===== config.mk =====
export PLATFORM = sky130hd
export DESIGN_NAME = trap_ctrl_flat
export DESIGN_NICKNAME = d
export VERILOG_FILES = /design/src/rtl/trap_ctrl_if.sv /design/src/rtl/trap_ctrl.sv /design/src/flat_wrapper.sv
export SDC_FILE = /design/constraint.sdc
export NUM_CORES = 1
export LEC_CHECK = 0
export ABC_AREA = 1
export CORE_MARGIN = 3
export CORE_UTILIZATION = 40
export CTS_BUF_LIST = sky130_fd_sc_hd__clkbuf_16
export DETAILED_ROUTE_END_ITERATION = 8
export PLACE_DENSITY = 0.85
export SLEW_MARGIN = 20
export SYNTH_ARGS = -nofsm -noshare
export SYNTH_HDL_FRONTEND = slang
export SYNTH_SLANG_ARGS = --single-unit

===== constraint.sdc =====
create_clock -name clk -period 1.8 [get_ports clk]
set_input_delay 0.36 -clock clk [delete_from_list [all_inputs] [get_ports clk]]
set_output_delay 0.36 -clock clk [all_outputs]
set_load 0.01 [all_outputs]

===== src/rtl/trap_ctrl_if.sv =====
// Execute-stage / CSR-file side bundle of the machine-mode trap sequencer.
// The master modport is the sequencer itself; the slave modport is the
// pipeline plus CSR file that feeds it and consumes its writes/redirects.
interface trap_ctrl_if #(
   parameter int XLEN   = 32,
   parameter int CSR_AW = 12
);
   logic              inst_valid_i;
   logic [XLEN-1:0]   inst_addr_i;
   logic              ecall_i;
   logic              ebreak_i;
   logic              mret_i;
   logic              irq_i;
   logic [XLEN-1:0]   mtvec_i;
   logic [XLEN-1:0]   mepc_i;
   logic [XLEN-1:0]   mstatus_i;
   logic              excp_we_o;
   logic [CSR_AW-1:0] excp_waddr_o;
   logic [XLEN-1:0]   excp_wdata_o;
   logic              hold_o;
   logic              jump_o;
   logic [XLEN-1:0]   jump_addr_o;

   modport master (
      input  inst_valid_i, inst_addr_i, ecall_i, ebreak_i, mret_i, irq_i,
      input  mtvec_i, mepc_i, mstatus_i,
      output excp_we_o, excp_waddr_o, excp_wdata_o, hold_o, jump_o, jump_addr_o
   );

   modport slave (
      output inst_valid_i, inst_addr_i, ecall_i, ebreak_i, mret_i, irq_i,
      output mtvec_i, mepc_i, mstatus_i,
      input  excp_we_o, excp_waddr_o, excp_wdata_o, hold_o, jump_o, jump_addr_o
   );
endinterface


===== src/rtl/trap_ctrl.sv =====
// Machine-mode trap sequencer. Takes ecall/ebreak/mret and a gated timer
// interrupt from the execute stage, writes mepc/mcause/mstatus through the
// CSR file's single exception port one per cycle, then redirects the
// pipeline. The pipeline is held for the whole sequence.
module trap_ctrl #(
   parameter int              XLEN      = 32,
   parameter int              CSR_AW    = 12,
   parameter logic [XLEN-1:0] IRQ_CAUSE = 32'h8000_0007
) (
   input logic         clk,
   input logic         rst,
   trap_ctrl_if.master bus
);

   localparam logic [CSR_AW-1:0] ADDR_MSTATUS = CSR_AW'(12'h300);
   localparam logic [CSR_AW-1:0] ADDR_MEPC    = CSR_AW'(12'h341);
   localparam logic [CSR_AW-1:0] ADDR_MCAUSE  = CSR_AW'(12'h342);

   typedef enum logic [2:0] {
      IDLE     = 3'd0,
      W_MEPC   = 3'd1,
      W_MCAUSE = 3'd2,
      W_MSTAT  = 3'd3,
      T_JUMP   = 3'd4,
      R_MSTAT  = 3'd5,
      R_JUMP   = 3'd6
   } state_t;

   state_t            state;
   logic [XLEN-1:0]   epc;
   logic [XLEN-1:0]   cause;
   logic [XLEN-1:0]   ms;

   logic              we_r;
   logic [CSR_AW-1:0] waddr_r;
   logic [XLEN-1:0]   wdata_r;
   logic              jump_r;
   logic [XLEN-1:0]   jaddr_r;

   logic              irq_ok;
   logic              accept;
   logic              take_mret;
   logic              unused_mtvec_lsb;

   // Trap entry: MPIE takes the old MIE, MIE is cleared.
   function automatic logic [XLEN-1:0] trap_mstatus(input logic [XLEN-1:0] m);
      logic [XLEN-1:0] r;
      r    = m;
      r[7] = m[3];
      r[3] = 1'b0;
      return r;
   endfunction

   // Trap return: MIE restored from MPIE, MPIE set.
   function automatic logic [XLEN-1:0] mret_mstatus(input logic [XLEN-1:0] m);
      logic [XLEN-1:0] r;
      r    = m;
      r[3] = m[7];
      r[7] = 1'b1;
      return r;
   endfunction

   // Only direct-mode vectoring is supported, so the mode bits are dropped.
   assign unused_mtvec_lsb = ^bus.mtvec_i[1:0];

   assign irq_ok    = bus.irq_i && bus.mstatus_i[3];
   assign accept    = !rst && (state == IDLE) && bus.inst_valid_i &&
                      (bus.ecall_i || bus.ebreak_i || bus.mret_i || irq_ok);
   assign take_mret = !bus.ecall_i && !bus.ebreak_i && bus.mret_i;

   // Stall covers the accept cycle combinationally, then every sequence state.
   assign bus.hold_o = !rst && ((state != IDLE) || accept);

   assign bus.excp_we_o    = we_r;
   assign bus.excp_waddr_o = waddr_r;
   assign bus.excp_wdata_o = wdata_r;
   assign bus.jump_o       = jump_r;
   assign bus.jump_addr_o  = jaddr_r;

   // Sequencer: state, latched trap context and the registered Moore outputs
   // for the state being entered. mtvec/mepc are sampled one cycle before the
   // jump; the pipeline is held and this sequence never writes them, so they
   // are stable across the redirect.
   always_ff @(posedge clk) begin
      if (rst) begin
         state   <= IDLE;
         epc     <= '0;
         cause   <= '0;
         ms      <= '0;
         we_r    <= 1'b0;
         waddr_r <= '0;
         wdata_r <= '0;
         jump_r  <= 1'b0;
         jaddr_r <= '0;
      end else begin
         we_r    <= 1'b0;
         waddr_r <= '0;
         wdata_r <= '0;
         jump_r  <= 1'b0;
         jaddr_r <= '0;
         case (state)
            IDLE: begin
               if (accept) begin
                  epc <= bus.inst_addr_i;
                  ms  <= bus.mstatus_i;
                  if (bus.ecall_i)       cause <= XLEN'(11);
                  else if (bus.ebreak_i) cause <= XLEN'(3);
                  else if (bus.mret_i)   cause <= '0;
                  else                   cause <= IRQ_CAUSE;
                  we_r <= 1'b1;
                  if (take_mret) begin
                     state   <= R_MSTAT;
                     waddr_r <= ADDR_MSTATUS;
                     wdata_r <= mret_mstatus(bus.mstatus_i);
                  end else begin
                     state   <= W_MEPC;
                     waddr_r <= ADDR_MEPC;
                     wdata_r <= bus.inst_addr_i;
                  end
               end
            end
            W_MEPC: begin
               state   <= W_MCAUSE;
               we_r    <= 1'b1;
               waddr_r <= ADDR_MCAUSE;
               wdata_r <= cause;
            end
            W_MCAUSE: begin
               state   <= W_MSTAT;
               we_r    <= 1'b1;
               waddr_r <= ADDR_MSTATUS;
               wdata_r <= trap_mstatus(ms);
            end
            W_MSTAT: begin
               state   <= T_JUMP;
               jump_r  <= 1'b1;
               jaddr_r <= {bus.mtvec_i[XLEN-1:2], 2'b00};
            end
            T_JUMP: begin
               state <= IDLE;
            end
            R_MSTAT: begin
               state   <= R_JUMP;
               jump_r  <= 1'b1;
               jaddr_r <= bus.mepc_i;
            end
            R_JUMP: begin
               state <= IDLE;
            end
            default: begin
               state <= IDLE;
            end
         endcase
      end
   end

endmodule

===== src/flat_wrapper.sv =====
// flat-port wrapper written by rule: the top's interface ports become plain ports
module trap_ctrl_flat 
#(
   parameter int              XLEN      = 32,
   parameter int              CSR_AW    = 12,
   parameter logic [XLEN-1:0] IRQ_CAUSE = 32'h8000_0007
)
  (clk, rst, bus_inst_valid_i, bus_inst_addr_i, bus_ecall_i, bus_ebreak_i, bus_mret_i, bus_irq_i, bus_mtvec_i, bus_mepc_i, bus_mstatus_i, bus_excp_we_o, bus_excp_waddr_o, bus_excp_wdata_o, bus_hold_o, bus_jump_o, bus_jump_addr_o);
  trap_ctrl_if #(.XLEN(XLEN), .CSR_AW(CSR_AW)) bus_i ();
  input logic clk;
  input logic rst;
  input wire logic [$bits(bus_i.inst_valid_i)-1:0] bus_inst_valid_i;
  input wire logic [$bits(bus_i.inst_addr_i)-1:0] bus_inst_addr_i;
  input wire logic [$bits(bus_i.ecall_i)-1:0] bus_ecall_i;
  input wire logic [$bits(bus_i.ebreak_i)-1:0] bus_ebreak_i;
  input wire logic [$bits(bus_i.mret_i)-1:0] bus_mret_i;
  input wire logic [$bits(bus_i.irq_i)-1:0] bus_irq_i;
  input wire logic [$bits(bus_i.mtvec_i)-1:0] bus_mtvec_i;
  input wire logic [$bits(bus_i.mepc_i)-1:0] bus_mepc_i;
  input wire logic [$bits(bus_i.mstatus_i)-1:0] bus_mstatus_i;
  output wire logic [$bits(bus_i.excp_we_o)-1:0] bus_excp_we_o;
  output wire logic [$bits(bus_i.excp_waddr_o)-1:0] bus_excp_waddr_o;
  output wire logic [$bits(bus_i.excp_wdata_o)-1:0] bus_excp_wdata_o;
  output wire logic [$bits(bus_i.hold_o)-1:0] bus_hold_o;
  output wire logic [$bits(bus_i.jump_o)-1:0] bus_jump_o;
  output wire logic [$bits(bus_i.jump_addr_o)-1:0] bus_jump_addr_o;
  assign bus_i.inst_valid_i = bus_inst_valid_i;
  assign bus_i.inst_addr_i = bus_inst_addr_i;
  assign bus_i.ecall_i = bus_ecall_i;
  assign bus_i.ebreak_i = bus_ebreak_i;
  assign bus_i.mret_i = bus_mret_i;
  assign bus_i.irq_i = bus_irq_i;
  assign bus_i.mtvec_i = bus_mtvec_i;
  assign bus_i.mepc_i = bus_mepc_i;
  assign bus_i.mstatus_i = bus_mstatus_i;
  assign bus_excp_we_o = bus_i.excp_we_o;
  assign bus_excp_waddr_o = bus_i.excp_waddr_o;
  assign bus_excp_wdata_o = bus_i.excp_wdata_o;
  assign bus_hold_o = bus_i.hold_o;
  assign bus_jump_o = bus_i.jump_o;
  assign bus_jump_addr_o = bus_i.jump_addr_o;
  trap_ctrl #(.XLEN(XLEN), .CSR_AW(CSR_AW), .IRQ_CAUSE(IRQ_CAUSE)) u_core (.clk(clk), .rst(rst), .bus(bus_i));
endmodule

==> results of run 1 <==
[synthesized netlist by cell type]
library cell	instances	area share (%)
nand2_1	175	15
dfxtp_1	106	50
nor2_1	78	6.9
inv_1	49	4.3
nand3_1	36	4.2
a21oi_1	34	4.0
o21ai_0	31	3.6
o22ai_1	30	4.4
buf_2	17	2.0
clkbuf_1	15	1.3
buf_4	10	1.8
o21ai_1	4	0.47
buf_1	3	0.26
buf_6	3	0.79
nor2_2	2	0.29
a31oi_1	1	0.15
clkbuf_2	1	0.12
conb_1	1	0.088
nor2_4	1	0.26
[where the power goes]
part	switching, mW	internal [mW]	total [mW]
combinational	0.878	0.844	1.72
clock	0.917	0.967	1.88
sequential	0.119	2.62	2.74
[sequential cells by signal, indices dropped and copies added (netlist names)]
signal and count:
u_core.bus.excp_wdata_o 32, u_core.bus.jump_o 1, u_core.cause 3, u_core.bus.jump_addr_o 32
u_core.bus.excp_waddr_o 4, u_core.state 3, u_core.ms 31
[final timing paths]
kind | slack [ns] | start | cells past startpoint | end
setup / recovery | 0.07 | bus_ecall_i | 9 | bus_hold_o
hold / removal | 0.34 | rst | 3 | u_core.bus.excp_wdata_o[22]
setup reg to reg | 0.28 | u_core.state[2] | 6 | u_core.bus.excp_waddr_o[6]
hold reg to reg | 0.46 | u_core.ms[21] | 2 | u_core.bus.excp_wdata_o[21]
[final cells by class]
cell class | count | area share, %
Clock inverter | 7 | 0.886
Clock buffer | 9 | 3.32
Multi-Input combinational cell | 399 | 25.5
Tap cell | 136 | 2.51
Timing Repair Buffer | 233 | 33.7
Inverter | 49 | 2.71
Sequential cell | 106 | 31.3
Antenna cell | 1 | 0.0369
[through the flow]
stage          utilization (%)  hold WS [ns]
6_report                  65.3         0.336
5_1_grt                   65.3         0.337
4_1_cts                   65.2         0.318
3_5_place_dp              62.2         0.456
3_3_place_gp              62.2         0.452
2_1_floorplan                -         0.440
[repair_timing]
| action | in CTS | in global routing |
|---|---|---|
| buffers inserted | 4 | 0 |
| pin swaps | 4 | 4 |
| endpoints found under the setup margin | 17 | 61 |
| resized for setup | 11 | 4 |
[cell usage in the layout (no fill, tap or decap)]
master | synthesis | layout
dlymetal6s2s_1 | 0 | 1
clkinv_2 | 0 | 1
nand2_2 | 0 | 1
nor2_1 | 78 | 78
o22ai_1 | 30 | 30
nand2_1 | 175 | 174
diode_2 | 0 | 1
conb_1 | 1 | 7
nand3_1 | 36 | 36
a21oi_1 | 34 | 33
nor2_4 | 1 | 2
buf_4 | 10 | 26
dlygate4sd2_1 | 0 | 4
clkinvlp_4 | 0 | 2
inv_8 | 0 | 2
clkbuf_16 | 0 | 9
buf_6 | 3 | 2
dfxtp_1 | 106 | 106
inv_6 | 0 | 2
buf_2 | 17 | 1
clkdlybuf4s15_1 | 0 | 1
clkdlybuf4s50_1 | 0 | 196
a21oi_2 | 0 | 1
o21ai_0 | 31 | 31
inv_1 | 49 | 48
buf_12 | 0 | 2
o21ai_1 | 4 | 4
nor2_2 | 2 | 1
a31oi_1 | 1 | 1
inv_2 | 0 | 1
[worst reg2reg max path, cell delays in order, from the launching register on]
cell	delay, ns
dfxtp_1	0.32
nor2_1	0.14
nand3_1	0.14
nor2_4	0.15
buf_6	0.38
nand2_1	0.22
o21ai_0	0.10
[metal layers]
layer	wire length (µm)	vias up	global-route usage [%]
met5	0	-	0
met4	311	0	9.71
met3	1220	24	5.28
met2	6650	218	39.0
met1	5140	2105	24.0
li1	-	2267	-
[cell families after synthesis]
kind of cell	Yosys count	synth area share [%]
and+or+nand+nor	292	27.0
AOI/OAI and AO/OA	100	12.6
buffers and inverters	98	10.6
other	1	0.0878
DFF	106	49.7
==> results.yml, run 1 <==
outcome:
  run_status: "finished clean"
drt:
  drt_iter0_markers: 301
  drt_first_pass_iters: 5
  wirelength_routed_um: 13300
  remaining_drc_errors: 0
  antenna_violating_nets_left: 0
  drt-vias-per-instance: 4.91
  post_drt_wl_per_cell_um: 14.2
  vias: 4614
timing:
  fin_setup_tns_ns: 0
  rsz_0062_raised_after_global_routing: "no"
  finalSetupViolCount: 0
  fmax_mhz: 577
  finalMaxSlewViolations: 0
  finalHoldViolations: 0
  timing.final.crit_period_ns: 1.73
  worst_clock_skew_ns: 0.00783
  worst_setup_margin_ns: 0.0683
  timing.final.crit_share_pct: 96.2
clocking:
  clk_transition_reported_paths_ns: 0.07
  cts-buffers-inserted: 9
  clkSinkCount: 106
  cts_root_buffer: "clkbuf_16"
  cts_tree: "yes"
  cts_hold_repair.buffers: 0
  clk-insertion-delay-late_ns: 0.34
  h_tree_lvl_count: 3
  clock_path_buffers: 2
final_layout:
  fraction_of_final_layout_cells_with_drive_strength_greater_than_1_pct: 6.60
  register_area_um2: 2120
  multiInputGateArea_um2: 1730
  fin_cells: 940
  area_growth_pct: 58.7
  fill_cells: 846
  final_design_area_no_fill_um2: 6780
  final_net_count: 933
floorplanning:
  floorplan.io_pins: 214
  placementRows: 37
  floorplan.die.height_um: 109
  initial_utilization_pct: 41.2
  dieArea_um2: 11900
  chipWidth_um: 109
  core_region_area_um2: 10400
grt:
  grt_overflow_total: 0
  grt_antenna_before_repair: 1
  grt_pass1_wl_um: 20400
  global_route.usage.total_pct: 21.6
  grt_pass1_vias: 4403
  grt_start_max_net_pins: 67
power_and_ir_drop:
  power.density_nw_per_um2: 937
  power_leakage_nw: 2.87
  peakVddDrop_mv: 0.572
  total_power_mw: 6.35
worst_setup_path:
  cp_num_buf_inv: 4
  critical_path_class: "primary input to output pin"
  end_kind: "output pin"
  critical_path.startpoint_type: "primary input"
  cp_data_required_time_ns: 1.44
  crit_top_cell: "nor2_4"
  critPathArrivalTime_ns: 1.37
  worstPathCellList: "dlygate4sd2_1 -> nor2_4 -> nand2_2 -> nor2_1 -> buf_4 -> nor2_4 -> a21oi_2 -> inv_1 -> buf_6"
  crit_slowest_cell: "dlygate4sd2_1"
  critical-path-max-stage-delay_ns: 0.27
  critPathTopFamily: "buffers and inverters"
  timing.critical_path.fanout_max: 2
placed_design:
  dp_slack_ns: -0.604
  place.gp.congestion: 0.792
  dp_hpwl_um: 9520
  placedInstanceArea_um2: 6450
  placed_cells: 919
  port-buffer-count: 204
logic_synthesis:
  synth_cell_types: 19
  synthesis.instances: 597
  synth_area_per_cell_um2: 7.15
  mapped_area_um2: 4270
  synth_warnings: 0
  synth-seq-area-share_pct: 49.7
  synth.ff_latch_count: 106
job:
  timing.max_cap.violations: 0
hold_path:
  worst_hold_path_type: "primary input to register"
(Power assumes the default switching activity.)
==> run 2, diff against run 1 <==
--- a/config.mk
+++ b/config.mk
@@ -9,6 +9,7 @@
 export CORE_MARGIN = 3
 export CORE_UTILIZATION = 40
 export CTS_BUF_LIST = sky130_fd_sc_hd__clkbuf_16
+export CTS_CLUSTER_SIZE = 25
 export DETAILED_ROUTE_END_ITERATION = 8
 export PLACE_DENSITY = 0.85
 export SLEW_MARGIN = 20
==> results of run 2 <==
Final layout, timing and power as in run 1 (identical DEF).
